[config.mk]
export PLATFORM = sky130hd
export DESIGN_NAME = conv_scan_ctrl
export DESIGN_NICKNAME = d
export VERILOG_FILES = /design/src/rtl/conv_scan_ctrl.sv
export SDC_FILE = /design/constraint.sdc
export NUM_CORES = 1
export LEC_CHECK = 0
export ABC_AREA = 1
export CAP_MARGIN = 10
export CORE_ASPECT_RATIO = 0.75
export CORE_MARGIN = 4
export CORE_UTILIZATION = 51
export CTS_CLUSTER_DIAMETER = 80
export DETAILED_ROUTE_END_ITERATION = 16
export PLACE_DENSITY = 0.76
export SYNTH_ARGS = -nofsm -noshare
export SYNTH_HDL_FRONTEND = slang
export SYNTH_SLANG_ARGS = --single-unit
export TNS_END_PERCENT = 50
[constraint.sdc]
create_clock -name clk_i -period 1.9 [get_ports clk_i]
set_input_delay 0.285 -clock clk_i [delete_from_list [all_inputs] [get_ports clk_i]]
set_output_delay 0.285 -clock clk_i [all_outputs]
set_load 0.01 [all_outputs]
[src/rtl/conv_scan_ctrl.sv]
// -----------------------------------------------------------------------------
// conv_scan_ctrl
//
// Raster-scan controller for a 3x3 convolution pipeline. For each frame it
// issues one 3-row column read per cycle, walking bands top to bottom and
// columns left to right. It also tracks, through a LAT-deep tag pipeline,
// which pixel-unit results are complete 3x3 windows and what their
// coordinates are.
//
// Parameters
//   XB   width of column coordinates and of the image width
//   YB   width of row coordinates and of the image height
//   LAT  cycles from a column issue to its pixel-unit result (1..15)
//
// Ports
//   clk_i        clock, all state changes on the rising edge
//   rst_ni       asynchronous active-low reset
//   start_i      one-cycle frame request, only looked at in IDLE
//   img_w_i      frame width, captured together with start_i
//   img_h_i      frame height, captured together with start_i
//   mem_rd_en_o  a column read is issued this cycle
//   mem_x_o      column address of the read
//   mem_y_o      top row of the 3-row band being read
//   pix_valid_o  pixel-unit output is a valid 3x3 result this cycle
//   pix_x_o      window top-left column of the valid result (0 otherwise)
//   pix_y_o      window top-left row of the valid result (0 otherwise)
//   busy_o       frame in progress (SCAN or DRAIN)
//   proc_done_o  one-cycle pulse when the frame has fully drained
//   err_o        one-cycle pulse after a start with a frame smaller than 3x3
//   dbg_state_o  current FSM state (0 IDLE, 1 SCAN, 2 DRAIN)
//
// Handshake: start_i is a single-cycle request with no ready; it is accepted
// only when the FSM is in IDLE on that rising edge and is silently dropped
// in any other state. err_o and proc_done_o are single-cycle pulses with no
// acknowledge.
// -----------------------------------------------------------------------------
module conv_scan_ctrl #(
  parameter int XB  = 10,
  parameter int YB  = 10,
  parameter int LAT = 6
) (
  input  logic          clk_i,
  input  logic          rst_ni,
  input  logic          start_i,
  input  logic [XB-1:0] img_w_i,
  input  logic [YB-1:0] img_h_i,
  output logic          mem_rd_en_o,
  output logic [XB-1:0] mem_x_o,
  output logic [YB-1:0] mem_y_o,
  output logic          pix_valid_o,
  output logic [XB-1:0] pix_x_o,
  output logic [YB-1:0] pix_y_o,
  output logic          busy_o,
  output logic          proc_done_o,
  output logic          err_o,
  output logic [1:0]    dbg_state_o
);

  typedef enum logic [1:0] {
    S_IDLE  = 2'd0,
    S_SCAN  = 2'd1,
    S_DRAIN = 2'd2
  } state_e;

  state_e        state_q, state_d;
  logic [XB-1:0] w_q, w_d;
  logic [YB-1:0] h_q, h_d;
  logic [XB-1:0] x_q, x_d;
  logic [YB-1:0] y_q, y_d;
  logic [3:0]    cnt_q, cnt_d;
  logic          done_q, done_d;
  logic          err_q, err_d;

  // Tag pipeline: one entry per cycle of pixel-unit latency.
  logic [LAT-1:0] tvld_q;
  logic [XB-1:0]  tx_q [LAT];
  logic [YB-1:0]  ty_q [LAT];

  logic          tag_vld;
  logic [XB-1:0] tag_x;
  logic [YB-1:0] tag_y;
  logic          last_col;
  logic          last_band;
  logic          size_ok;

  assign size_ok   = (img_w_i >= XB'(3)) && (img_h_i >= YB'(3));
  assign last_col  = (x_q == w_q - XB'(1));
  assign last_band = (y_q == h_q - YB'(3));

  // ---------------------------------------------------------------------------
  // Next-state logic
  // ---------------------------------------------------------------------------
  always_comb begin
    state_d = state_q;
    w_d     = w_q;
    h_d     = h_q;
    x_d     = x_q;
    y_d     = y_q;
    cnt_d   = cnt_q;
    done_d  = 1'b0;
    err_d   = 1'b0;

    case (state_q)
      S_IDLE: begin
        if (start_i) begin
          if (size_ok) begin
            w_d     = img_w_i;
            h_d     = img_h_i;
            x_d     = '0;
            y_d     = '0;
            state_d = S_SCAN;
          end else begin
            err_d = 1'b1;
          end
        end
      end

      S_SCAN: begin
        if (last_col) begin
          x_d = '0;
          if (last_band) begin
            // Final column of the final band was issued this cycle.
            cnt_d   = '0;
            state_d = S_DRAIN;
          end else begin
            y_d = y_q + YB'(1);
          end
        end else begin
          x_d = x_q + XB'(1);
        end
      end

      S_DRAIN: begin
        // LAT drain cycles: the last tagged issue surfaces in the final one,
        // so proc_done lands in the cycle right after the last pix_valid.
        if (cnt_q == 4'(LAT - 1)) begin
          done_d  = 1'b1;
          state_d = S_IDLE;
        end else begin
          cnt_d = cnt_q + 4'd1;
        end
      end

      default: begin
        state_d = S_IDLE;
      end
    endcase
  end

  // ---------------------------------------------------------------------------
  // State registers
  // ---------------------------------------------------------------------------
  always_ff @(posedge clk_i or negedge rst_ni) begin
    if (!rst_ni) begin
      state_q <= S_IDLE;
      w_q     <= '0;
      h_q     <= '0;
      x_q     <= '0;
      y_q     <= '0;
      cnt_q   <= '0;
      done_q  <= 1'b0;
      err_q   <= 1'b0;
    end else begin
      state_q <= state_d;
      w_q     <= w_d;
      h_q     <= h_d;
      x_q     <= x_d;
      y_q     <= y_d;
      cnt_q   <= cnt_d;
      done_q  <= done_d;
      err_q   <= err_d;
    end
  end

  // ---------------------------------------------------------------------------
  // Tag pipeline. The first two columns of every band only prime the window,
  // so only columns x>=2 carry a tag; the window's left edge is x-2.
  // Untagged slots carry zero coordinates so pix_x/pix_y read 0 when idle.
  // ---------------------------------------------------------------------------
  assign tag_vld = (state_q == S_SCAN) && (x_q >= XB'(2));
  assign tag_x   = tag_vld ? (x_q - XB'(2)) : '0;
  assign tag_y   = tag_vld ? y_q : '0;

  always_ff @(posedge clk_i or negedge rst_ni) begin
    if (!rst_ni) begin
      tvld_q <= '0;
      for (int i = 0; i < LAT; i++) begin
        tx_q[i] <= '0;
        ty_q[i] <= '0;
      end
    end else begin
      tvld_q[0] <= tag_vld;
      tx_q[0]   <= tag_x;
      ty_q[0]   <= tag_y;
      for (int i = 1; i < LAT; i++) begin
        tvld_q[i] <= tvld_q[i-1];
        tx_q[i]   <= tx_q[i-1];
        ty_q[i]   <= ty_q[i-1];
      end
    end
  end

  // ---------------------------------------------------------------------------
  // Outputs: all are decoded from registered state only. Read coordinates are
  // forced to 0 outside SCAN so the bus is quiet between frames.
  // ---------------------------------------------------------------------------
  assign mem_rd_en_o = (state_q == S_SCAN);
  assign mem_x_o     = (state_q == S_SCAN) ? x_q : '0;
  assign mem_y_o     = (state_q == S_SCAN) ? y_q : '0;
  assign pix_valid_o = tvld_q[LAT-1];
  assign pix_x_o     = tx_q[LAT-1];
  assign pix_y_o     = ty_q[LAT-1];
  assign busy_o      = (state_q != S_IDLE);
  assign proc_done_o = done_q;
  assign err_o       = err_q;
  assign dbg_state_o = state_q;

endmodule

==> reports/qor.yml, run 1 <==
die:
  ios: 70
  std_cell_rows: 36
  core_mm2: 0.0131
  start_util_pct: 52.5
  dieArea_mm2: 0.0154
  die_h_um: 108
  die_w_um: 142
power_and_ir_drop:
  powerDensity_mw_per_mm2: 1130
  p_leak_nw: 4.40
  vdd_drop_max_mv: 0.740
  p_total_mw: 9.90
setup_path:
  crit_start: "w_q[0]"
  crit_required_ns: 2.25
  r2r_slack_ns: -0.16
  critical_path_class: "reg -> reg"
  cp_common_cell: "nand2_1"
  path_cells: "inv_1, ha_4, nand2_2, nor2_4, nand2_1, nand3_1, nand2_1, nor2_2, nand3_4, a21oi_4, buf_12, buf_12, nand3_1, nand2_1"
  worst_r2r_endpoint: "y_q[6]"
  worstPathMaxFanout: 5
  cpMaxStageDelayCell: "dfrtp_1"
  regToRegStartpoint: "w_q[0]"
  worstPathArrival_ns: 2.42
  cp-endpoint: "y_q[6]"
  worst_r2r_path_depth: 14
  max_stage_delay_ns: 0.38
  worstSetupStartpointType: "flip-flop"
  end_kind: "flip-flop"
grt:
  antenna_found_initial: 0
  grt_max_degree: 56
  grt_pass1_wl_um: 22700
  grtUsageTotal_pct: 18.9
  grt_pass1_vias: 4737
  overflow: 0
sta:
  final.min_clock_period_ns: 2.06
  slew_headroom_pct: 66.4
  finalHoldViolations: 0
  finalCritPeriodShare_pct: 109
  finalMaxSlewViolations: 0
  timing.hold.ws_ns: 0.337
  fin_ws_ns: -0.164
  final-setup-viol-count: 22
  rsz0062_at_grt: "true"
  finClkSkew_ns: 0.0133
  maxClockFrequency_ghz: 0.484
  worstMarginPinSlew_ns: 0.505
yosys:
  synth-main-ff-cell: "dfrtp_1"
  synth_seq_cells: 174
  synth_warnings: 0
  synth_cell_type_count: 31
  async_flop_share_pct: 100
  ys_seq_area_share_pct: 63.5
  synth_edf_count: 0
  synthDominantCellAreaShare_pct: 63.5
  synth.avg_cell_area_um2: 9.92
  yosysTopAreaCell: "dfrtp_1"
  synth.most_common_cell: "dfrtp_1"
  synth.area.top_cells: "dfrtp_1, nand2_1, nor2_1"
  ys_top_cells_by_count: "dfrtp_1, nand2_1, nor2_1, inv_1, nand3_1"
  syn_inst: 691
  syn_nets: 723
  synth_area_mm2: 0.00686
min_path:
  hp-class: "reg -> reg"
job:
  drv_cap: 0
layout:
  fill_cells: 932
  n_antenna_cell: 0
  areaGrowthSynthToFinish_pct: 27.7
  design_area_mm2: 0.00875
  fin_util_pct: 67.0
  num-nets-final: 822
  drive_gt1_share_pct: 19.1
clock_tree:
  cts.sinks: 174
  cts_tree: "built"
  insertion_delay_ns: 0.42
  cts_buffers: 17
  cts_root_buffer: "clkbuf_16"
  clockBufferDepth: 2
  cts_max_level: 4
  clk_pin_slew_ns: 0.08
route:
  viasPerCell: 4.96
  routedWlPerCell_um: 14.2
  antenna_left: 0
  drcViolationCount: 0
  first_pass_iters: 5
  detailroute.wirelength.met3_um: 818
  vias: 4829
  wl_met2_um: 7020
  wirelength_um: 13800
  top_layer_used: "met4"
  wl_met1_um: 5780
  drt_iter0_markers: 304
place:
  port_buffers: 69
  dp_hpwl_um: 9420
  gp_congestion: 0.894
  place_area_mm2: 0.00792
  dpl_worst_slack_ns: -0.0890
outcome:
  failed_checks: "setup timing"
  status: "finished, violations left"
==> worst min path at each step <==
| stage | start | end | depth (start not counted) |
|---|---|---|---|
| global placement | rst_ni | pix_x_o[9] | 1 |
| finish | tx_q[39] | tx_q[29] | 0 |
| global route | tx_q[35] | tx_q[25] | 0 |
| CTS | tx_q[39] | tx_q[29] | 0 |
| floorplan | rst_ni | cnt_q[0] | 0 |
| detailed placement | rst_ni | tvld_q[5] | 1 |
==> power by group <==
group          switching, mW  internal, mW
clock                   1.68          1.93
sequential             0.361          4.40
combinational          0.847         0.673
==> layout by cell type (no fill, tap or decap), types with 10 or more instances in the layout <==
cell type	n
nor2_1	86
dfrtp_1	173
a21oi_1	15
clkbuf_16	19
nand2_1	145
clkdlybuf4s50_1	46
inv_1	65
nand4_1	10
o21ai_0	10
buf_4	28
xor2_1	25
nand3_1	41
nor2_2	19
buf_2	10
==> sequential cells by signal, indices dropped and copies added, names as in the netlist <==
register,flops
x_q,10
w_q,10
proc_done_o,1
tvld_q,6
y_q,10
pix_x_o,10
err_o,1
pix_y_o,10
h_q,10
cnt_q,4
dbg_state_o,2
tx_q,50
ty_q,50
==> metal layers <==
layer / track usage (%) / up-vias
li1: - / 2328
met1: 24.6 / 2315
met2: 31.8 / 163
met3: 4.55 / 23
met4: 5.48 / 0
met5: 0 / -
==> per-stage QoR <==
stage	instances	TNS, ns
after global routing	974	-5.79
after global placement	934	-0.160
after floorplan	691	0
after CTS	967	-0.595
after detailed placement	934	-1.09
final	974	-2.35
==> cells by family after synthesis <==
group / count (synthesis) / share of synthesized area, %
and+or+nand+nor: 340 / 21.2
buffers and inverters: 106 / 7.12
adders and majority gates: 9 / 1.64
xor gates and xnor gates: 30 / 3.83
AOI/OAI and AO/OA: 32 / 2.68
DFF: 174 / 63.5
==> layout make-up <==
| class | instances | area, um2 | share of cell area [%] |
|---|---|---|---|
| inverters | 72 | 270 | 3.09 |
| multi-input cells | 412 | 2170 | 24.8 |
| repair buffers | 113 | 1100 | 12.6 |
| clock inverters | 15 | 210 | 2.40 |
| well taps | 171 | 214 | 2.44 |
| clock buffers | 17 | 425 | 4.86 |
| flip-flops and latches | 174 | 4360 | 49.7 |
==> what timing repair did <==
item | in CTS | in global routing
gates resized for setup | 65 | 51
pin swaps | 0 | 20
endpoints found under the setup margin | 41 | 52
setup buffers | 0 | 3
hold endpoints to repair | 48 | 0
hold buffers | 1 | 0
cloned | 0 | 4
==> critical path, delay by kind of cell (launching register included) <==
family,cells,cell delay [ns]
fa+ha+maj,1,0.15
buf+inv,3,0.36
flops,1,0.38
compound gates,1,0.18
simple gates,9,0.94
Note: power is estimated with default switching activity, not from simulation.
==> inputs of run 2 (changes only) <==
- CORE_MARGIN: 4 -> default
- CTS_CLUSTER_SIZE: default -> 25
==> reports/qor.yml, run 2 (synthesis gave the netlist of run 1 again) <==
die:
  std_cell_rows: 36  # unchanged
  die_h_um: 102  # -5.5%
  die_w_um: 136  # -4.2%
  ios: 70  # unchanged
  core_mm2: 0.0131  # unchanged
  dieArea_mm2: 0.0139  # -9.5%
  start_util_pct: 52.5  # unchanged
route:
  wirelength_um: 13500  # -2.2%
  drcViolationCount: 0  # unchanged
  drt_iter0_markers: 227  # -25%
  viasPerCell: 4.88  # -1.7%
  antenna_left: 0  # unchanged
  routedWlPerCell_um: 13.8  # -2.7%
  first_pass_iters: 5  # unchanged
  vias: 4773  # -1.2%
job:
  drv_cap: 0  # unchanged
sta:
  worstMarginPinSlew_ns: 0.532  # +0.0276 ns
  slew_headroom_pct: 64.5  # -1.8 points
  final-setup-viol-count: 14  # -36%
  fin_ws_ns: -0.0359  # +0.129 ns
  finalHoldViolations: 0  # unchanged
  finalMaxSlewViolations: 0  # unchanged
  final.min_clock_period_ns: 1.94  # -0.129 ns
  maxClockFrequency_ghz: 0.517  # +6.6%
  finClkSkew_ns: 0.00688  # -0.00637 ns
  finalCritPeriodShare_pct: 102  # -6.8 points
  rsz0062_at_grt: "true"
  timing.hold.ws_ns: 0.345  # +0.00713 ns
power_and_ir_drop:
  vdd_drop_max_mv: 0.797  # +7.7%
  p_total_mw: 9.81  # -0.93%
  powerDensity_mw_per_mm2: 1120  # -0.60%
  p_leak_nw: 4.39  # about the same
grt:
  grt_pass1_wl_um: 22500  # -1.1%
  antenna_found_initial: 0  # unchanged
  grt_pass1_vias: 4672  # -1.4%
  grt_max_degree: 57  # +1.8%
  grtUsageTotal_pct: 21.4  # +2.6 points
  overflow: 0  # unchanged
layout:
  reg_top3: "tx_q: 50 flops, ty_q: 50 flops"
  layout_common_cells: "dfrtp_1, nand2_1, nor2_1, inv_1, clkdlybuf4s50_1"
  n_antenna_cell: 0  # unchanged
  num-nets-final: 827  # +0.61%
  drive_gt1_share_pct: 19.3  # +0.25 points
  fill_cells: 1007  # +8.0%
  areaGrowthSynthToFinish_pct: 27.2
  layout_commonest_cell: "dfrtp_1"
place:
  port_buffers: 69  # unchanged
  dp_hpwl_um: 9290  # -1.5%
  gp_congestion: 0.857  # -4.1%
  dpl_worst_slack_ns: -0.168  # -0.0792 ns
setup_path:
  worstSetupStartpointType: "flip-flop"
  worstPathArrival_ns: 2.25  # -0.17 ns
  critical_path_class: "reg -> reg"
  worstPathMaxFanout: 8  # +3
  crit_required_ns: 2.21  # -0.04 ns
  end_kind: "flip-flop"
  worst_r2r_path_depth: 12  # -2
min_path:
  min_path_cells: 0  # unchanged
  hp-class: "reg -> reg"
clock_tree:
  cts_buffers: 17  # unchanged
  cts_root_buffer: "clkbuf_16"
  cts.sinks: 174  # unchanged
  insertion_delay_ns: 0.42  # about the same
  cts_tree: "built"
  clockBufferDepth: 2  # unchanged
  clk_pin_slew_ns: 0.07  # about the same
  cts_max_level: 4  # unchanged
outcome:
  status: "finished, violations left"
  failed_checks: "setup timing"
-- run 2: changes by cell type in the layout (fill, tap and decap cells not counted), moves of 3 or more --
cell and change:
nand3_1 +3, clkdlybuf4s15_2 +5, clkbuf_2 -5, nor2_1 +3, nand3_2 -3, buf_12 -3, nor2_2 -6, inv_6 -3
buf_4 +12, nor2_4 +3
-- run 2: where the power goes --
part,switching (mW),internal [mW]
Clock,1.64,1.91
Combinational,0.826,0.699
Sequential,0.332,4.40
-- run 2: final timing paths --
check,slack (ns),startpoint,end
worst max-delay path,-0.04,h_q[0],y_q[3]
worst min-delay path,0.34,tx_q[35],tx_q[25]
worst max register to register,-0.04,h_q[0],y_q[3]
worst min register to register,0.34,tx_q[35],tx_q[25]
max in group asynchronous,0.92,rst_ni,x_q[7]
min in group asynchronous,0.39,rst_ni,tvld_q[4]
-- run 2: stage by stage --
| step | util (%) | cells | cell area (um2) | TNS (ns) |
|---|---|---|---|---|
| after floorplan | - | 691 | 6860 | 0 |
| after global placement | 60.8 | 940 | 7940 | -0.624 |
| after detailed placement | 60.8 | 940 | 7940 | -2.73 |
| after CTS | 66.4 | 978 | 8670 | -0.511 |
| after global routing | 66.8 | 979 | 8730 | -4.03 |
| final | 66.8 | 979 | 8730 | -0.257 |
-- run 2: timing repair --
action	CTS	global route
setup buffers	5	1
gates cloned	0	0
pin swaps	6	5
setup endpoints to repair	46	56
endpoints found under the hold margin	51	0
gates resized for setup	101	17
hold buffers	1	0
-- run 2: layout make-up --
| class | instances | area [um2] | area share (%) |
|---|---|---|---|
| Sequential cell | 174 | 4350 | 49.9 |
| Multi-Input combinational cell | 411 | 2160 | 24.8 |
| Timing Repair Buffer | 119 | 1090 | 12.5 |
| Clock buffer | 17 | 425 | 4.88 |
| Inverter | 72 | 273 | 3.13 |
| Tap cell | 171 | 214 | 2.45 |
| Clock inverter | 15 | 204 | 2.34 |
-- run 2: worst max-delay path, cell delays in order, from the launching register on --
cell and delay (ns):
dfrtp_1 0.39, buf_4 0.15, nand2_1 0.08, nand2_1 0.13, o21ai_0 0.20, nand3_1 0.09
nand2_1 0.09, nand3_1 0.13, nor2_2 0.17, nand2_2 0.11, buf_12 0.15, nand3_1 0.07
nand2_1 0.06
-- run 2: metal layers --
| metal | GRT usage (%) | wire length (um) |
|---|---|---|
| met5 | 0 | 0 |
| met4 | 6.67 | 176 |
| met3 | 5.31 | 607 |
| met2 | 36.6 | 6750 |
| met1 | 27.2 | 5970 |
==> inputs of run 3 (changes only) <==
- CORE_UTILIZATION: 51 -> 55
- DONT_BUFFER_PORTS: default -> 1
- PLACE_DENSITY: 0.76 -> 0.73
==> reports/qor.yml, run 3 (synthesis gave the netlist of run 1 again) <==
route:
  vias: 4626  # -3.1%
  wl_met2_um: 6540  # -3.1%
  first_pass_iters: 5  # unchanged
  viasPerCell: 5.17  # +6.0%
  routedWlPerCell_um: 15.4  # +12%
  drt_iter0_markers: 419  # +85%
  wirelength_um: 13800  # +2.1%
  wl_met1_um: 6170  # +3.4%
  antenna_left: 0  # unchanged
  detailroute.wirelength.met3_um: 917  # +51%
  drcViolationCount: 0  # unchanged
  top_layer_used: "met4"
grt:
  grt_max_degree: 175  # +210%
  grt_pass1_vias: 4591  # -1.7%
  overflow: 0  # unchanged
  grtUsageTotal_pct: 23.6  # +2.2 points
  grt_pass1_wl_um: 22900  # +1.7%
  antenna_found_initial: 0  # unchanged
sta:
  final-setup-viol-count: 13  # -1
  finalMaxSlewViolations: 0  # unchanged
  maxClockFrequency_ghz: 0.514  # -0.45%
  finClkSkew_ns: 0.0138  # +0.00687 ns
  fin_ws_ns: -0.0446  # -0.00866 ns
  final.min_clock_period_ns: 1.94  # +0.00866 ns
  finalHoldViolations: 174  # +174
  rsz0062_at_grt: "true"
  worstMarginPinSlew_ns: 0.597  # +0.0645 ns
  timing.hold.ws_ns: -0.455  # -0.800 ns
  slew_headroom_pct: 60.2  # -4.3 points
  finalCritPeriodShare_pct: 102  # +0.46 points
  timing.setup.tns_ns: -0.288  # -0.0315 ns
layout:
  areaGrowthSynthToFinish_pct: 16.1
  fill_cells: 816  # -19%
  drive_gt1_share_pct: 18.1  # -1.2 points
  multi_input_area_mm2: 0.00219  # +1.2%
  n_antenna_cell: 0  # unchanged
  regArea_mm2: 0.00435  # unchanged
  layout_commonest_cell: "dfrtp_1"
  fin_util_pct: 67.1  # +0.29 points
  num-nets-final: 753  # -8.9%
  layout_common_cells: "dfrtp_1, nand2_1, nor2_1, inv_1, nand3_1"
  reg_top3: "tx_q: 50 flops, ty_q: 50 flops"
setup_path:
  cp_common_cell: "nand2_1"
  worstPathArrival_ns: 2.30  # +0.05 ns
  critical_path_class: "reg -> reg"
  worstPathMaxFanout: 18  # +10
  crit_cells: 13  # +1
  cpMaxStageDelayCell: "dfrtp_1"
  path_cells: "buf_4, nor2_2, nand2_2, nor2_4, nand2_1, nand2_1, nand2_1, nor2_2, nand3_2, a21oi_4, buf_12, nand3_1, nand2_2"
  crit_buf_inv: 2  # unchanged
  end_kind: "flip-flop"
  crit_required_ns: 2.26  # +0.05 ns
  max_stage_delay_ns: 0.39  # about the same
  worstSetupStartpointType: "flip-flop"
  worst_r2r_path_depth: 13  # +1
  cpLargestDelayFamily: "simple AND/OR/NAND/NOR gates"
die:
  std_cell_rows: 34  # -5.6%
  core_mm2: 0.0119  # -9.1%
  die_h_um: 98.7  # -3.6%
  ios: 70  # unchanged
  start_util_pct: 57.8  # +5.3 points
  dieArea_mm2: 0.0129  # -7.1%
  die_w_um: 131  # -3.6%
job:
  drv_cap: 0  # unchanged
clock_tree:
  clk_pin_slew_ns: 0.08  # about the same
  cts_max_level: 4  # unchanged
  hold_buffers: 4  # +3
  cts.sinks: 174  # unchanged
  clockBufferDepth: 2  # unchanged
  cts_buffers: 17  # unchanged
  insertion_delay_ns: 0.43  # about the same
  cts_root_buffer: "clkbuf_16"
  cts_tree: "built"
outcome:
  status: "finished, violations left"
  failed_checks: "hold timing, setup timing"
power_and_ir_drop:
  vdd_drop_max_mv: 0.829  # +4.1%
  p_leak_nw: 4.05  # -7.8%
  p_total_mw: 9.45  # -3.7%
  powerDensity_mw_per_mm2: 1190  # +5.5%
min_path:
  hp-class: "in -> async"
place:
  dpl_worst_slack_ns: -0.153  # +0.0151 ns
  dp_hpwl_um: 8500  # -8.5%
  gp_congestion: 0.912  # +6.4%
  port_buffers: 0  # -100%
[run 3: worst paths after layout]
check,startpoint,endpoint,slack (ns)
min in group clk_i,img_h_i[6],h_q[6],0.01
max in group asynchronous,rst_ni,tx_q[59],2.02
worst max register to register,w_q[1],y_q[3],-0.04
worst min register to register,tx_q[43],tx_q[33],0.34
worst max-delay path,w_q[1],y_q[3],-0.04
worst min-delay path,rst_ni,w_q[8],-0.46
[run 3: final cells by class]
cell class	count	share of cell area, %
sequential	174	54.7
timing repair buffer	43	4.43
multi-input combinational	413	27.5
tap	162	2.55
clock buffer	17	5.34
clock inverter	14	2.15
inverter	72	3.39
[run 3: metal layers]
| metal | global-route usage (%) | vias to the layer above |
|---|---|---|
| li1 | - | 2194 |
| met5 | 0 | - |
| met3 | 4.56 | 16 |
| met2 | 36.4 | 178 |
| met1 | 33.6 | 2238 |
| met4 | 8.58 | 0 |
[run 3: where the power goes]
group	switching [mW]	leakage, nW	internal, mW
Sequential	0.431	2.23	4.41
Combinational	0.642	1.53	0.476
Clock	1.61	0.293	1.88
Total	2.68	4.05	6.77
[run 3: worst register-to-register path: stages, from the launching register on]
cell,delay (ns)
dfrtp_1,0.39
buf_4,0.15
nor2_2,0.09
nand2_2,0.11
nor2_4,0.15
nand2_1,0.07
nand2_1,0.07
nand2_1,0.07
nor2_2,0.13
nand3_2,0.15
a21oi_4,0.18
buf_12,0.17
nand3_1,0.09
nand2_2,0.08
[run 3: repair_timing]
| action | in CTS | in global routing |
|---|---|---|
| cloned | 1 | 1 |
| resized for setup | 17 | 32 |
| endpoints found under the setup margin | 26 | 37 |
| buffers inserted | 1 | 0 |
| pin swaps | 3 | 11 |
| endpoints found under the hold margin | 178 | 174 |
[run 3: metrics by stage]
stage | std cells | area, um2
after global placement | 857 | 7140
after global routing | 895 | 7960
after detailed placement | 857 | 7140
final | 895 | 7960
after floorplan | 691 | 6860
after CTS | 894 | 7850
